[src/rtl/seq_alu.sv]
// Execute-stage ALU: single-cycle logic/arith/SLT ops plus an iterative
// 32-step signed shift-add multiplier writing Hi/Lo, with Start/Busy/Done handshake.
module seq_alu (
  input  logic        clk,
  input  logic        rst_n,
  input  logic [3:0]  AluS,
  input  logic [31:0] A,
  input  logic [31:0] B,
  input  logic        Start,
  output logic [31:0] Result,
  output logic        Zero,
  output logic [31:0] Hi,
  output logic [31:0] Lo,
  output logic        Busy,
  output logic        Done
);

  localparam int unsigned W  = 32;
  localparam int unsigned CW = 5;

  localparam logic [3:0] OP_AND  = 4'b0000;
  localparam logic [3:0] OP_OR   = 4'b0001;
  localparam logic [3:0] OP_ADD  = 4'b0010;
  localparam logic [3:0] OP_MULT = 4'b0011;
  localparam logic [3:0] OP_SUB  = 4'b0110;
  localparam logic [3:0] OP_SLT  = 4'b0111;

  typedef enum logic [1:0] {IDLE, MUL, FIX} state_t;

  state_t            state, state_nxt;
  logic [2*W-1:0]    mcand, acc, product;
  logic [W-1:0]      mplier, abs_a, abs_b, alu_res;
  logic [CW-1:0]     cnt;
  logic              sign, mul_load;
  logic [W-1:0]      result_nxt, hi_nxt, lo_nxt;
  logic              zero_nxt, done_nxt, busy_nxt;

  // Magnitudes as unsigned; |0x80000000| naturally becomes 2^31.
  assign abs_a   = A[W-1] ? (~A + W'(1)) : A;
  assign abs_b   = B[W-1] ? (~B + W'(1)) : B;
  assign product = sign ? (~acc + (2*W)'(1)) : acc;

  always_comb begin
    case (AluS)
      OP_AND:  alu_res = A & B;
      OP_OR:   alu_res = A | B;
      OP_ADD:  alu_res = A + B;
      OP_SUB:  alu_res = A - B;
      OP_SLT:  alu_res = W'($signed(A) < $signed(B));
      default: alu_res = '0;
    endcase
  end

  // State register
  always_ff @(posedge clk or negedge rst_n) begin
    if (!rst_n) state <= IDLE;
    else        state <= state_nxt;
  end

  // Next-state logic
  always_comb begin
    state_nxt = state;
    case (state)
      IDLE:    if (Start && AluS == OP_MULT) state_nxt = MUL;
      MUL:     if (cnt == CW'(W - 1))        state_nxt = FIX;
      FIX:     state_nxt = IDLE;
      default: state_nxt = IDLE;
    endcase
  end

  // Next values of the registered outputs
  always_comb begin
    result_nxt = Result;
    zero_nxt   = Zero;
    hi_nxt     = Hi;
    lo_nxt     = Lo;
    done_nxt   = 1'b0;
    busy_nxt   = (state_nxt != IDLE);
    mul_load   = 1'b0;
    case (state)
      IDLE: begin
        if (Start) begin
          if (AluS == OP_MULT) begin
            mul_load = 1'b1;
          end else begin
            result_nxt = alu_res;
            zero_nxt   = (alu_res == '0);
            done_nxt   = 1'b1;
          end
        end
      end
      FIX: begin
        hi_nxt     = product[2*W-1:W];
        lo_nxt     = product[W-1:0];
        result_nxt = product[W-1:0];
        zero_nxt   = (product[W-1:0] == '0);
        done_nxt   = 1'b1;
      end
      default: ;
    endcase
  end

  always_ff @(posedge clk or negedge rst_n) begin
    if (!rst_n) begin
      Result <= '0;
      Zero   <= 1'b1;
      Hi     <= '0;
      Lo     <= '0;
      Busy   <= 1'b0;
      Done   <= 1'b0;
    end else begin
      Result <= result_nxt;
      Zero   <= zero_nxt;
      Hi     <= hi_nxt;
      Lo     <= lo_nxt;
      Busy   <= busy_nxt;
      Done   <= done_nxt;
    end
  end

  // Shift-add datapath: one multiplier bit per MUL cycle, LSB first.
  always_ff @(posedge clk or negedge rst_n) begin
    if (!rst_n) begin
      mcand  <= '0;
      mplier <= '0;
      acc    <= '0;
      cnt    <= '0;
      sign   <= 1'b0;
    end else if (mul_load) begin
      mcand  <= {{W{1'b0}}, abs_a};
      mplier <= abs_b;
      acc    <= '0;
      cnt    <= '0;
      sign   <= A[W-1] ^ B[W-1];
    end else if (state == MUL) begin
      if (mplier[0]) acc <= acc + mcand;
      mcand  <= mcand << 1;
      mplier <= mplier >> 1;
      cnt    <= cnt + CW'(1);
    end
  end

endmodule

[config.mk]
export PLATFORM = sky130hd
export DESIGN_NAME = seq_alu
export DESIGN_NICKNAME = d
export VERILOG_FILES = /design/src/rtl/seq_alu.sv
export SDC_FILE = /design/constraint.sdc
export NUM_CORES = 1
export LEC_CHECK = 0
export CAP_MARGIN = 20
export CORE_MARGIN = 2
export CORE_UTILIZATION = 60
export CTS_CLUSTER_DIAMETER = 100
export CTS_CLUSTER_SIZE = 25
export DETAILED_ROUTE_END_ITERATION = 16
export DONT_BUFFER_PORTS = 1
export MAX_ROUTING_LAYER = met4
export PLACE_DENSITY = 0.76
export SYNTH_ARGS = -nofsm -noshare
export SYNTH_HDL_FRONTEND = slang
export SYNTH_SLANG_ARGS = --single-unit
[constraint.sdc]
create_clock -name clk -period 4.84 [get_ports clk]
set_input_delay 1.21 -clock clk [delete_from_list [all_inputs] [get_ports clk]]
set_output_delay 1.21 -clock clk [all_outputs]
set_load 0.01 [all_outputs]
==> metrics.md, run 1 <==
| Metric | Value |
|---|---|
| Worst-Margin Slew | 0.9644 ns |
| Critical-path maximum fanout | 5 |
| Crit path max-delay cell type | or4_1 |
| Core box area | 35480 um^2 |
| Largest net degree at the start of global routing | 268 |
| Worst path cell trace | inv_1 > buf_4 > ha_1 > o21ba_2 > or4_1 > nand4_1 > a41oi_1 > o31ai_1 > o311ai_0 > mux2_2 > nor3_1 > nand4b_1 > a2111oi_0 > nand4_1 > o31ai_1 |
| Final WL | 77810 um |
| Hold Buf Count CTS | 0 |
| Switch share | 0.4709 |
| Placement Setup Slack | -0.1949 ns |
| Share of cells above drive strength 1 | 0.07765 |
| Crit path largest cell delay | 0.50 ns |
| Tcrit/Tclk final | 0.9371 |
| Worst clock skew | 0.02992 ns |
| Clk pwr share | 0.135 |
| Seq/Total Area, Yosys | 0.3092 |
| Die width | 193.8 um |
| Sw power | 4.885 mW |
| Net Count, Synth | 2961 |
| CTS buffer count | 15 |
| Initial drt markers | 2559 |
| Peak VDD IR | 0.5272 mV |
| Mapped cell area | 21610 um^2 |
| Critical path capture point type | flip-flop |
| Critical Path Source Type | input port |
| Filler Cells Inserted | 3009 |
| Longest Clk Path Bufs | 3 |
| Commonest non-fill, non-tap cell in the layout | nand2_1 |
| Final max-slew violation count | 0 |
| P_int | 5.488 mW |
| Initial core utilization | 0.6090 |
| Cts repair resizes | 0 |
| Initial antenna violation count | 1 |
| Main synth FF type | dfrtp_1 |
| Number of global-route vias before repair | 20190 |
| Final antenna-violating net count | 0 |
| Finished Layout Cells | 3205 |
| Final WS setup | 0.3044 ns |
| GP Congestion | 1.073 |
| Logic pwr share | 0.502 |
| CTS tree | yes |
| Yosys warnings | 0 |
| Port Buf Inserts | 0 |
| Die Ht | 193.8 um |
| Vias | 21570 |
| Highest-count cells in the layout ignoring fill and taps | nand2_1 (423), dfrtp_1 (265), o21ai_0 (264), nor2_1 (191), ha_1 (167) |
| Tot GR Track Use | 0.4165 |
| Site row count | 69 |
| RSZ-0062 raised after global routing | no |
| CTS sink count | 267 |
| Drt pass-1 iters | 6 |
| Fmax | 0.2205 GHz |
| Via density | 6.729 |
| Crit path required time | 5.30 ns |
| First-pass GRT wire length | 119500 um |
| Syn Area/Cell | 7.945 um^2 |
| Critical Path AT | 4.99 ns |
| Max_slew headroom | 0.3483 |
| Wire length per cell | 24.28 um |
| Mapped Cells | 2720 |
| H-tree levels | 1 |
| Yosys reg bits | 267 |
| Total Nets Final | 2979 |
| Post-layout minimum cycle time | 4.536 ns |
| Ports | 170 |
| CTS Root Buffer Type | clkbuf_16 |
| Final Hold Vio Count | 0 |
| Finish-stage setup viols | 0 |
| Power Density | 446.1 nW/um^2 |
| Post-DP HPWL | 60950 um |
| Max cap viols | 0 |
| Full die area | 37550 um^2 |
| Status | complete, no violations |
| Setup bufs post-CTS | 0 |
| Worst skew pair latency | 0.54 ns |
| Asr flop ratio synth | 1.000 |
| Buf+Inv Stages, Crit Path | 2 |
| Post-synth EDFFs | 0 |
| Crit-path leading delay family | compound AO/OA/AOI/OAI gates |
| R2r setup slk | 0.40 ns |
| Cell count after placement | 3182 |
| CP Class | input port to flip-flop |
| Lkg Pwr | 10.61 nW |
| Reg power frac | 0.363 |
| DRC viols | 0 |
| Hold Crit Class | input port to async pin |
| Grt total ovfl | 0 |
| Distinct cells, synth | 78 |
| Area growth from synthesis to layout | 7.608% |
| Total power | 10.37 mW |
| Fin Hold WS | 0.3672 ns |
| Worst-path clk slew | 0.12 ns |
## cells in the mapped netlist (all sizes together), types with 23 or more instances
library cell / n / area (um^2)
nand2: 425 / 1595
o21ai: 268 / 1341
dfrtp: 266 / 6656
nor2: 193 / 724.4
ha: 167 / 2090
a21oi: 157 / 785.8
inv: 143 / 536.8
clkbuf: 133 / 499.2
xnor2: 109 / 954.7
xor2: 88 / 770.7
a21o: 85 / 638.1
a31oi: 76 / 475.5
nand3: 65 / 330.3
o31ai: 47 / 357.8
mux2i: 36 / 360.4
nand4: 33 / 206.5
nor3: 31 / 155.2
nor4: 25 / 186.4
nand2b: 24 / 152.6
o21bai: 24 / 180.2
or4: 23 / 187.7
## worst reg2reg max path, cell delays in order, from the launching register on
cell,delay [ns]
dfrtp_1,0.47
or4_4,0.58
nor4_4,0.20
nand2b_2,0.14
nor4_4,0.33
nand3_2,0.19
or4_4,0.57
or4_4,0.47
or3_4,0.37
or4_4,0.46
o41ai_2,0.25
xor2_1,0.20
o21ai_1,0.08
## layer usage
metal,global-route usage,routed length (um),up-vias
met3,0.08314,8512,204
met1,0.5672,32420,10360
met2,0.6294,33930,1282
met5,-,0,-
met4,0.1230,2946,0
li1,-,-,9719
## registers in the layout, summed over array words and instances, names as in the netlist
register and count:
Zero 1, Result 32, cnt 5, acc 64, Busy 1, state 2, Hi 32, sign 1
mcand 64, mplier 32, Lo 32, Done 1
## kinds of logic (layout without fill, tap and decap cells)
family	Yosys count	count (layout)	share of synthesized area
buffers and inverters	290	313	0.05037
multiplexers	41	41	0.01928
AO/OA/AOI/OAI	845	845	0.2489
XOR/XNOR	197	197	0.07985
adder cells (fa/ha/maj)	170	170	0.09947
flip-flops	267	267	0.3092
other	0	1	0
AND/OR/NAND/NOR	910	910	0.1929
## per-stage QoR
stage	utilization	cell area, um^2	TNS [ns]
after floorplan	-	21610	0
after global placement	0.6429	22810	-0.1180
after detailed placement	0.6429	22810	-0.2059
after CTS	0.6551	23240	0
after global routing	0.6553	23250	0
final	0.6553	23250	0
## area by class of cell
class                   count  area (um^2)  share of cell area
clock inverters             4        45.04            0.001937
inverters                 143        536.8             0.02308
diodes                      1        2.502           0.0001076
multi-input cells        2163        13900              0.5977
repair buffers            148         1124             0.04832
clock buffers              18        386.6             0.01663
flip-flops and latches    267         6684              0.2874
well taps                 461        576.8             0.02480
## power by group through the flow
stage | sequential [mW] | combinational (mW) | clock (mW)
floorplan | 3.46 | 3.80 | 0
global placement | 3.74 | 4.90 | 0
detailed placement | 3.77 | 5.05 | 0
CTS | 3.73 | 5.08 | 1.41
global route | 3.84 | 5.71 | 1.48
finish | 3.76 | 5.21 | 1.40
## path summary, 6_finish.rpt
path	startpoint	end	cells past startpoint
max	B[1]	Zero	15
min	rst_n	acc[10]	0
max reg2reg	acc[10]	Hi[29]	12
min reg2reg	cnt[2]	cnt[2]	1
max in group asynchronous	rst_n	acc[39]	0
min in group clk	cnt[2]	cnt[2]	1
Power figures use the tool's default switching activity.
==> run 2, diff against run 1 <==
Settings changed: RECOVER_POWER set to 25, TNS_END_PERCENT set to 30.
==> results of run 2 <==
No change in the layout: final DEF, timing and power equal those of run 1.
==> patch: new RTL, settings of run 1 <==
Add an input register stage for `AluS`; this delays it by one clock. The other inputs are not delayed to match.
--- a/src/rtl/seq_alu.sv
+++ b/src/rtl/seq_alu.sv
@@ -27,6 +27,12 @@
 
   typedef enum logic [1:0] {IDLE, MUL, FIX} state_t;
 
+  logic [3:0] AluS_q;
+
+  always_ff @(posedge clk) begin
+    AluS_q <= AluS;
+  end
+
   state_t            state, state_nxt;
   logic [2*W-1:0]    mcand, acc, product;
   logic [W-1:0]      mplier, abs_a, abs_b, alu_res;
@@ -41,7 +47,7 @@
   assign product = sign ? (~acc + (2*W)'(1)) : acc;
 
   always_comb begin
-    case (AluS)
+    case (AluS_q)
       OP_AND:  alu_res = A & B;
       OP_OR:   alu_res = A | B;
       OP_ADD:  alu_res = A + B;
@@ -61,7 +67,7 @@
   always_comb begin
     state_nxt = state;
     case (state)
-      IDLE:    if (Start && AluS == OP_MULT) state_nxt = MUL;
+      IDLE:    if (Start && AluS_q == OP_MULT) state_nxt = MUL;
       MUL:     if (cnt == CW'(W - 1))        state_nxt = FIX;
       FIX:     state_nxt = IDLE;
       default: state_nxt = IDLE;
@@ -80,7 +86,7 @@
     case (state)
       IDLE: begin
         if (Start) begin
-          if (AluS == OP_MULT) begin
+          if (AluS_q == OP_MULT) begin
             mul_load = 1'b1;
           end else begin
             result_nxt = alu_res;
Function: changed (Yosys sat finds a counterexample within 4 cycles, from zero or initial values and one cycle with rst_n low).
==> patch against run 1 <==
  * Utilization down 1.5 points
  * Global-route usage up 0.76 points
  * Highest routed layer unchanged
  * Routed wire length up 2.7%
  * Design area up 0.14%
  * Hold slack worse by 0.0081 ns
  * Sequential power up 3%
  * Sequential cell count up 4
  * Area after synthesis up 1.6%
  * Power up 4.7%
  * Via count down 0.36%
  * Final cell count down 0.53%
  * Die area up 1.5%
  * Worst setup slack better by 0.14 ns
  * Synthesized cell count up 1.3%
==> patch: results (changes against run 1) <==
| Metric | Value |
|---|---|
| Outcome | complete, no violations |
| Total Nets Final | 2,952 (-0.91%) |
| Synth cell types | 80 (+2.6%) |
| Routability cong. | 1.05 (-2.0%) |
| Total track usage | 42.4% (+0.76 points) |
| Crit-path max FO | 8 (+3) |
| Layout cells sized above 1 | 6.18% (-1.6 points) |
| DP HPWL | 61.5 mm (+0.91%) |
| Critical Path AT | 4.89 ns (-0.10 ns) |
| Setup slack, reg-to-reg | 0.75 ns (+0.35 ns) |
| Vias in the first global route | 20,100 (-0.37%) |
| FF-to-FF path depth | 15 (+3) |
| DR vias | 21,500 (-0.36%) |
| Slew @ Worst Pin | 1.01 ns (+0.0480 ns) |
| DR iter-0 viols | 2,428 (-5.1%) |
| Seq/Total Area, Yosys | 30.8% (-0.11 points) |
| Slowest stage cell, crit path | o311ai_0 |
| CP peak stage delay | 0.72 ns (+0.22 ns) |
| Num CTS Buffers | 16 (+1) |
| Commonest cells in the netlist | nand2_1 (401), dfrtp_1 (266), o21ai_0 (253) |
| Drt first pass iters | 6 (unchanged) |
| Peak supply drop | 646 uV (+23%) |
| Worst reg2reg startpoint | acc[0] |
| Top cells by area, synth | dfrtp_1 (30%), ha_1 (9.5%), nand2_1 (6.9%) |
| WL/cell | 25.1 um (+3.3%) |
| R2r endpoint | acc[42] |
| FFs w/ async S/R, synth | 98.5% (-1.5 points) |
| First-pass GRT wire length | 122 mm (+1.9%) |
patch: cell types whose count changed in the layout (fill, tap and decap cells not counted), sizes merged, moves of 9 or more:
cell / delta
nor2: +16
a31oi: +10
buf: -50
o21ai: -11
nor3: +29
a21oi: -26
xnor2: -13
nand4: +9
nand2: -24
patch: cell families after synthesis:
group	Yosys count	synth area share [%]
simple gates	940	19.6
flops	271	30.8
compound gates	844	25.1
fa+ha+maj	170	9.79
mux	42	1.92
buf+inv	299	5.15
xor+xnor	190	7.62
patch: worst register-to-register path: stages, from the launching register on:
cell and delay [ns]:
dfrtp_1 0.57, ha_1 0.27, inv_1 0.06, fa_1 0.41
nor2b_1 0.16, o31a_1 0.21, o221ai_1 0.20, o21ai_0 0.48
a311oi_1 0.21, o31ai_1 0.30, buf_4 0.18, a311oi_1 0.18
nor4_1 0.38, nor2_1 0.11, xor2_1 0.15, o21ai_0 0.09
patch: worst max-delay path by stage:
stage	depth (start not counted)	start	slack [ns]	endpoint
global route	16	A[0]	0.25	Zero
detailed placement	16	A[0]	-0.02	Zero
global placement	16	A[0]	0.12	Zero
floorplan	14	B[5]	0.61	Result[27]
CTS	16	A[0]	0.52	Zero
finish	15	B[11]	0.44	Zero
patch: through the flow:
step,worst slack [ns],instances,hold WS (ns),area (um^2)
final,0.443,3188,0.359,23300
after global routing,0.255,3188,0.347,23300
after CTS,0.517,3185,0.352,23300
after detailed placement,-0.0172,3160,0.472,22700
after global placement,0.115,3159,0.460,22700
after floorplan,0.612,2756,0.443,21900
patch: routing by layer:
metal	GRT usage, %	up-vias	wire length (um)
met1	57.5	10400	34000
met4	15.9	0	3650
met5	-	-	0
li1	-	9759	-
met3	6.98	180	7270
met2	64.0	1110	35000
patch: area by class of cell:
cell class,instances,area (um^2)
diodes,2,5.00
clock buffers,20,437
clock inverters,5,90.1
fillers,3148,13100
inverters,138,518
multi-input cells,2186,14100
flip-flops and latches,271,6770
well taps,468,586
repair buffers,98,776
patch: report_power, final:
group | total [mW] | leakage, nW | switching, mW | internal (mW)
combinational | 5.43 | 6.97 | 3.36 | 2.07
sequential | 3.86 | 3.55 | 0.922 | 2.94
clock | 1.57 | 0.254 | 0.852 | 0.723
total | 10.9 | 10.8 | 5.13 | 5.73
